===== src/rtl/bp_update_scheduler.sv =====
// rtl/bp_update_scheduler.sv - in-order branch-update queue feeding the predictor table write port
// Optional idle bypass (1-cycle latency) is enabled by defining BP_UPD_BYPASS_EN.
module bp_update_scheduler #(
  parameter int WIDTH    = 32,
  parameter int DEPTH    = 4,
  parameter int IDX_BITS = 8
) (
  input  logic                  clk,
  input  logic                  rst,
  input  logic                  upd0_valid,
  input  logic [WIDTH-1:0]      upd0_pc,
  input  logic                  upd0_taken,
  output logic                  upd0_ready,
  input  logic                  upd1_valid,
  input  logic [WIDTH-1:0]      upd1_pc,
  input  logic                  upd1_taken,
  output logic                  upd1_ready,
  input  logic                  clear_req,
  input  logic                  tbl_busy,
  output logic                  tbl_wr_en,
  output logic [IDX_BITS-1:0]   tbl_wr_idx,
  output logic                  tbl_wr_taken,
  output logic                  tbl_wr_clr,
  output logic                  clear_done,
  output logic [$clog2(DEPTH):0] q_count
);
  localparam int PW = $clog2(DEPTH);
  localparam int CW = PW + 1;
  localparam int EW = IDX_BITS + 1;

  typedef enum logic [1:0] {S_IDLE, S_ACTIVE, S_CLEAR} state_t;

  state_t              r_state, w_state_next;
  logic [EW-1:0]       r_q_data [DEPTH];
  logic [PW-1:0]       r_wr_ptr, r_rd_ptr;
  logic [CW-1:0]       r_count, w_count_next, w_free;
  logic [IDX_BITS-1:0] r_sweep_idx;
  logic                r_sweep_fin;
  logic                w_acc0, w_acc1, w_byp, w_push0, w_push1;
  logic                w_pop, w_sweep_wr, w_sweep_end;
  logic [EW-1:0]       w_lane0, w_lane1, w_first, w_byp_data;
  logic                w_unused_pc_hi;

  assign w_unused_pc_hi = ^{upd0_pc[WIDTH-1:IDX_BITS], upd1_pc[WIDTH-1:IDX_BITS]};
  assign w_lane0 = {upd0_pc[IDX_BITS-1:0], upd0_taken};
  assign w_lane1 = {upd1_pc[IDX_BITS-1:0], upd1_taken};

  // Ready uses the registered occupancy, so a same-cycle pop never frees a slot early.
  assign w_free     = CW'(DEPTH) - r_count;
  assign upd0_ready = (w_free >= CW'(1));
  assign upd1_ready = (w_free >= CW'(2)) || ((w_free == CW'(1)) && !upd0_valid);
  assign w_acc0     = upd0_valid && upd0_ready;
  assign w_acc1     = upd1_valid && upd1_ready;

`ifdef BP_UPD_BYPASS_EN
  assign w_byp = (r_state == S_IDLE) && (r_count == '0) && !tbl_busy && !clear_req
                 && (w_acc0 || w_acc1);
`else
  assign w_byp = 1'b0;
`endif

  assign w_byp_data   = w_acc0 ? w_lane0 : w_lane1;
  assign w_push0      = w_acc0 && !w_byp;
  assign w_push1      = w_acc1 && !(w_byp && !w_acc0);
  assign w_first      = w_push0 ? w_lane0 : w_lane1;
  assign w_count_next = r_count + CW'(w_push0) + CW'(w_push1) - CW'(w_pop);
  assign q_count      = r_count;

  always_ff @(posedge clk or negedge rst) begin
    if (!rst) r_state <= S_IDLE;
    else      r_state <= w_state_next;
  end

  always_comb begin
    w_state_next = r_state;
    case (r_state)
      S_IDLE: begin
        if (clear_req)              w_state_next = S_CLEAR;
        else if (w_push0 || w_push1) w_state_next = S_ACTIVE;
      end
      S_ACTIVE: begin
        if (clear_req)                 w_state_next = S_CLEAR;
        else if (w_count_next == '0)   w_state_next = S_IDLE;
      end
      S_CLEAR: begin
        if (w_sweep_end) w_state_next = (w_count_next != '0) ? S_ACTIVE : S_IDLE;
      end
      default: w_state_next = S_IDLE;
    endcase
  end

  // Sweep finishes with one extra cycle in CLEAR that raises clear_done.
  always_comb begin
    w_pop       = 1'b0;
    w_sweep_wr  = 1'b0;
    w_sweep_end = 1'b0;
    case (r_state)
      S_ACTIVE: w_pop = !tbl_busy && !clear_req && (r_count != '0);
      S_CLEAR: begin
        w_sweep_wr  = !r_sweep_fin && !tbl_busy;
        w_sweep_end = r_sweep_fin;
      end
      default: ;
    endcase
  end

  always_ff @(posedge clk) begin
    if (w_push0 || w_push1) r_q_data[r_wr_ptr] <= w_first;
    if (w_push0 && w_push1) r_q_data[r_wr_ptr + PW'(1)] <= w_lane1;
  end

  always_ff @(posedge clk or negedge rst) begin
    if (!rst) begin
      r_wr_ptr    <= '0;
      r_rd_ptr    <= '0;
      r_count     <= '0;
      r_sweep_idx <= '0;
      r_sweep_fin <= 1'b0;
    end else begin
      r_wr_ptr <= r_wr_ptr + PW'(w_push0) + PW'(w_push1);
      if (w_pop) r_rd_ptr <= r_rd_ptr + PW'(1);
      r_count <= w_count_next;
      if (w_sweep_wr) begin
        r_sweep_idx <= r_sweep_idx + IDX_BITS'(1);
        if (r_sweep_idx == '1) r_sweep_fin <= 1'b1;
      end
      if (w_sweep_end) r_sweep_fin <= 1'b0;
    end
  end

  always_ff @(posedge clk or negedge rst) begin
    if (!rst) begin
      tbl_wr_en    <= 1'b0;
      tbl_wr_idx   <= '0;
      tbl_wr_taken <= 1'b0;
      tbl_wr_clr   <= 1'b0;
      clear_done   <= 1'b0;
    end else begin
      clear_done <= w_sweep_end;
      if (w_byp) begin
        tbl_wr_en                  <= 1'b1;
        {tbl_wr_idx, tbl_wr_taken} <= w_byp_data;
        tbl_wr_clr                 <= 1'b0;
      end else if (w_pop) begin
        tbl_wr_en                  <= 1'b1;
        {tbl_wr_idx, tbl_wr_taken} <= r_q_data[r_rd_ptr];
        tbl_wr_clr                 <= 1'b0;
      end else if (w_sweep_wr) begin
        tbl_wr_en    <= 1'b1;
        tbl_wr_idx   <= r_sweep_idx;
        tbl_wr_taken <= 1'b0;
        tbl_wr_clr   <= 1'b1;
      end else begin
        tbl_wr_en    <= 1'b0;
        tbl_wr_idx   <= '0;
        tbl_wr_taken <= 1'b0;
        tbl_wr_clr   <= 1'b0;
      end
    end
  end
endmodule


===== config.mk =====
export PLATFORM = sky130hd
export DESIGN_NAME = bp_update_scheduler
export DESIGN_NICKNAME = d
export VERILOG_FILES = /design/src/rtl/bp_update_scheduler.sv
export SDC_FILE = /design/constraint.sdc
export NUM_CORES = 1
export LEC_CHECK = 0
export CAP_MARGIN = 20
export CORE_MARGIN = 10
export CORE_UTILIZATION = 40
export DETAILED_ROUTE_END_ITERATION = 7
export DONT_BUFFER_PORTS = 1
export SYNTH_ARGS = -nofsm -noshare
export SYNTH_HDL_FRONTEND = slang
export SYNTH_SLANG_ARGS = --single-unit
export TNS_END_PERCENT = 5

===== constraint.sdc =====
create_clock -name clk -period 3.9 [get_ports clk]
set_clock_uncertainty 0.05 [all_clocks]
set_input_delay 0.585 -clock clk [delete_from_list [all_inputs] [get_ports clk]]
set_output_delay 0.585 -clock clk [all_outputs]
set_load 0.02 [all_outputs]

# --- Word level (Yosys, flattened, before mapping) ---
# Memories as Yosys holds them, arrays and structs flattened.
# Index checks and enable logic that the tools add are counted.
classes:
  mux: 24
  add_sub_neg: 9
  n_reduce_logical: 21
  eq_ne: 7
  n_lt_le_gt_ge: 2
ops:
  columns: ["cell", "n"]
  rows:
  - ["8-bit two-way mux", 2]
  - ["1-bit two-way mux", 15]
  - ["2-bit two-way mux", 5]
  - ["9-bit two-way mux", 1]
  - ["8-bit by 1-bit adder with 8-bit output, second input constant", 1]
  - ["8-bit equality test, second input constant", 1]
  - ["1-bit logical AND", 7]
  - ["3-bit by 1-bit adder with 3-bit output", 2]
  - ["3-bit != test, second input constant", 2]
  - ["2-bit case mux with 3 select lines", 1]
  - ["3-bit nonzero test", 2]
  - ["2-bit by 1-bit adder with 2-bit output", 2]
  - ["2-bit by 1-bit adder with 2-bit output, second input constant", 2]
  - ["1-bit logical NOT", 4]
  - ["2-bit nonzero test", 2]
  - ["3-bit by 1-bit equality test with 1-bit output, second input constant", 1]
  - ["3-bit by 1-bit greater-or-equal comparator with 1-bit output, second input constant", 1]
  - ["3-bit by 2-bit greater-or-equal comparator with 1-bit output, second input constant", 1]
  - ["3-bit logical NOT", 1]
  - ["3-bit AND reduction", 1]
  - ["3-bit by 1-bit subtractor with 3-bit output", 1]
  - ["3-bit subtractor, first input constant", 1]
  - ["2-bit by 1-bit equality test with 1-bit output, second input constant", 1]
  - ["2-bit equality test, second input constant", 1]
  - ["4 further kinds", 5]
totals:
  n_memories: 1
  regBits: 30
  in_bits: 72
  ram_bits: 36
  output_inout_bits: 17
  wordCells: 75
memory_table:
  columns: ["name", "words", "word_bits", "rd", "rd_clocked_by_memory_dff", "write_ports", "line_no", "text"]
  rows:
  - ["r_q_data", 4, 9, 1, 0, 2, "34", "logic [EW-1:0] r_q_data [DEPTH];"]

# --- Depth between registers and ports, before layout ---
depth:
  depth_word: 11
  depth_mapped: 14
  mapped_depth_nobuf: 14

# --- Worst setup path after synthesis ---
# No wires, ideal clock.
synth_path:
  path_kind: "reg2reg"
  startpoint: "reg r_count[1], in the netlist q_count[1]"
  endpoint: "reg r_state[0]"
  setup_ns: 0.135
  n_path_buf: 0
  arrival_time_ns: 3.382
  path_stages_with_launch: 15
  path_slack_ns: 0.333
  path_cell_list: "dfrtp_1 -> inv_1 -> ha_1 -> ha_1 -> or4b_4 -> and2_4 -> clkinv_8 -> ha_1 -> inv_1 -> fa_1 -> fa_1 -> xnor2_1 -> xnor2_1 -> o32ai_1 -> o41ai_1"
synth_rtl:
  columns: ["item", "line_no", "text"]
  rows:
  - ["start: declaration", "36", "logic [CW-1:0] r_count, w_count_next, w_free;"]
  - ["start signal: assignment", "122", "r_count <= w_count_next;"]
  - ["3-bit subtractor *", "49", "assign w_free = CW'(DEPTH) - r_count;"]
  - ["3-bit by 1-bit greater-or-equal comparator with 1-bit output *", "50", "assign upd0_ready = (w_free >= CW'(1));"]
  - ["via upd0_ready", "13", "output logic upd0_ready,"]
  - ["1-bit logical AND *", "52", "assign w_acc0 = upd0_valid && upd0_ready;"]
  - ["3-bit by 1-bit adder with 3-bit output * (2 in series)", "66", "assign w_count_next = r_count + CW'(w_push0) + CW'(w_push1) - CW'(w_pop);"]
  - ["3-bit by 1-bit subtractor with 3-bit output *", "66", null]
  - ["via w_count_next[2]", "36", null]
  - ["3-bit nonzero test", "86", "if (w_sweep_end) w_state_next = (w_count_next != '0) ? S_ACTIVE : S_IDLE;"]
  - ["1-bit two-way mux", "86", null]
  - ["2-bit two-way mux", "86", null]
  - ["2-bit case mux with 3 select lines", "76", "case (r_state)"]
  - ["end signal: assignment", "71", "else r_state <= w_state_next;"]
  - ["end: declaration", "33", "state_t r_state, w_state_next;"]
# Mark *: on every way through the listed nets, which the timed path passes. The rest lies on a longest branch. The select of a mux whose other input is x is not followed.
# A chain may end at the register's enable or synchronous reset.

# --- Worst setup path in the final report ---
layout_path:
  startpoint: "reg r_count[1], in the netlist q_count[1]"
  endpoint: "reg r_state[0]"
layout_between:
  elab_chain_len: 11
layout_rtl:
  columns: ["item", "line_no"]
  rows:
  - ["parallel branches: the longest is 6 deep, another holds 3-bit subtractor", null]
  - ["3-bit by 1-bit subtractor with 3-bit output *", "66"]
  - ["via w_count_next[2]", "36"]
  - ["3-bit nonzero test", "86"]
  - ["1-bit two-way mux", "86"]
  - ["2-bit two-way mux", "86"]
  - ["2-bit case mux with 3 select lines", "76"]
# Mark *: on every way through the listed nets, which the timed path passes. The select of a mux whose other input is x is not followed.

==> impl_results.md <==
- Post-CTS Setup Inserts: 0
- Synth-to-layout area growth: 10.2%
- Placed instance area: between 3000 and 4000 µm²
- Iteration count of the initial detailed-routing pass: 6
- Most used cell, CP: ha_1
- Worst setup startpoint: q_count[1]
- Leak Pwr: approximately 1.5 nW
- Utilization after layout: 44.9%
- Final GP Congestion: about 0.74
- # IOs: 89
- Final Cycle Share: 89.3%
- FMAX: ~290 MHz
- Crit-path slowest cell: or4b_4
- Via/cell ratio: around 5.2
- Via count: 1674
- Worst R2R Start: q_count[1]
- Antenna Cells: 0
- Dpl cells: 309
- Worst Max-Slew Pin Slew: approximately 0.65 ns
- Data arrival time of the worst path: 3.65 ns
- Drt wl/cell: roughly 19 µm
- Power consumption: a little under 3 mW
- Setup CP Type: reg2reg
- Setup TNS: 0 ns
- Synth Warn #: 0
- Vias in the first global route: around 1800
- Worst Setup End Kind: flip-flop
- Clock tree buffer depth: 2
- Die width: around 110 µm
- Worst path max stage delay: 0.47 ns
- CP Buf/Inv Count: 3
- Worst skew pair latency: 0.34 ns
- I/O Buffers: 0
- Initial Utilization: 40.7%
- Slew headroom: 56.8%
- Num CTS Buffers: 9
- CTS tree: yes
- Number of synthesized flops with an enable pin: 36
- Final Hold Viols: 0
- Number of routed nets with antenna violations: 0
- Final Non-Filler Cells: roughly 330
- Grt total ovfl: 0
- Filler cells: about 760
- Net Count, Synth: roughly 280
- Post-synthesis sequential area ratio: a little over half
- Largest net degree at the start of global routing: 31
- Syn Std Cell Area: ~3300 µm²
- Tot GR Track Use: between 10% and 20%
- RSZ-0062 raised after global routing: false
- Status: completed
- Total of max-cap violations: 0
- Crit path required time: between 4 and 5 ns
- Final Max Slew Viols: 0
- Final worst slack: approximately 0.42 ns
- CTS root buf: clkbuf_8
- P per Cell Area: roughly 800 nW/µm²
- Nets: 297
- Post-CTS Hold Buffers: 1
- Area of the die: around 12000 µm²
- Worst setup SP type: flip-flop
- Crit path time final: approximately 3.5 ns
- Worst-path clk slew: ~0.070 ns
- Ys flop type: edfxtp_1
- Critical Path Fanout Max: 7
- # resized after CTS: 0
- Design Area, Final: roughly 3700 µm²
- Core area: 8180 µm²
- Yosys cell types: 39
- # rows: 33
- VDD IR max: about 0.27 mV
- Iter 0 DRT Violations: 101
- Initial antenna violation count: 0
- Placement Setup Slack: around 0.43 ns
- First-pass GRT wire length: ~9.9 mm
- Htree depth: 3
- WHS: 0.0126 ns
- Avg Synthesized Cell Area: 16.5 µm²
- Critical path's top delay family: adder cells
- Worst R2R Path Depth: 14
- Ys async rst share: a little under half
- FF-to-FF End: r_state[0]
- Drc violations: 0
- Slack of the worst reg-to-reg path: around 0.42 ns
- Hpwl dp: roughly 4.3 mm
- Worst hold path class: in2async
- Die Y-Extent: around 110 µm
- CP Depth: 14
- Mapped Cells: 202
- Share of layout cells above drive strength 1: a little under two fifths
- CTS Sinks: between 60 and 70
- Final wirelength: roughly 6.1 mm
- Final setup violation count: 0
- Cell Chain, Critical Path: inv_1 -> ha_1 -> ha_1 -> or4b_4 -> and2_4 -> clkinv_8 -> ha_1 -> inv_1 -> fa_1 -> fa_1 -> xnor2_1 -> xnor2_1 -> o32ai_1 -> o41ai_1
- CP Capture Point: r_state[0]
- Synth Register Bits: 66
## sequential cells by signal (all words and copies together), names as in the netlist
name	flops
clear_done	1
q_count	3
r_q_data	36
r_rd_ptr	2
r_state	2
r_sweep_fin	1
r_sweep_idx	8
r_wr_ptr	2
tbl_wr_clr	1
tbl_wr_en	1
tbl_wr_idx	8
tbl_wr_taken	1
## worst min path at each step
stage / to / depth (start not counted)
4_1_cts: r_rd_ptr[1] / 1
6_report: r_rd_ptr[1] / 1
3_3_place_gp: r_wr_ptr[0] / 0
3_5_place_dp: r_wr_ptr[0] / 0
2_1_floorplan: clear_done / 0
5_1_grt: r_rd_ptr[1] / 1
## cell usage in the layout, fill, tap and decap left out, types with 3 or more instances in the layout
cell / synthesis / routed
edfxtp_1: 36 / 36
mux2_2: 11 / 11
a21oi_1: 3 / 3
nand2_1: 6 / 6
buf_4: 0 / 9
dfrtp_1: 30 / 30
mux2_4: 26 / 26
nand4_1: 4 / 4
o32ai_1: 3 / 3
mux4_2: 9 / 9
fa_1: 3 / 3
ha_1: 6 / 6
a22o_1: 8 / 8
inv_1: 13 / 13
clkbuf_8: 0 / 9
xnor2_1: 10 / 10
## power breakdown
group	leakage [nW]	internal, mW	switching, mW
clock network	0.0885	0.287	0.259
registers	0.716	1.06	0.223
logic	0.655	0.566	0.555
total	1.46	1.91	1.04
## cell usage after synthesis, types with 3 or more instances
master | count | area (µm²)
edfxtp_1 | 36 | 1080
dfrtp_1 | 30 | 751
mux2_4 | 26 | 390
inv_1 | 13 | 48.8
mux2_2 | 11 | 124
xnor2_1 | 10 | 87.6
mux4_2 | 9 | 203
a22o_1 | 8 | 70.1
ha_1 | 6 | 75.1
nand2_1 | 6 | 22.5
nand4_1 | 4 | 25.0
a21oi_1 | 3 | 15.0
buf_2 | 3 | 15.0
fa_1 | 3 | 60.1
o32ai_1 | 3 | 26.3
## kinds of logic after synthesis
family / share of synthesized area (%)
muxes: 21.5
xor gates and xnor gates: 3.16
DFF: 55.0
adders and majority gates: 4.06
AOI/OAI and AO/OA: 7.21
buffers and inverters: 3.83
and+or+nand+nor: 5.22
## routing by layer
metal | share of wire (%) | track usage, % | vias to the layer above
li1 | - | - | 795
met1 | 41 | 11.5 | 830
met2 | 50 | 16.5 | 45
met3 | 7.6 | 4.98 | 4
met4 | 1.0 | 4.11 | 0
met5 | 0 | 0 | -
## layout make-up
class	instances	area [µm²]	share of cell area, %
sequential	66	1830	49.9
multi-input combinational	115	1370	37.4
tap	105	131	3.58
clock buffer	9	124	3.38
timing repair buffer	10	87.6	2.39
inverter	14	65.1	1.77
clock inverter	6	58.8	1.60
Power figures use the tool's default switching activity.
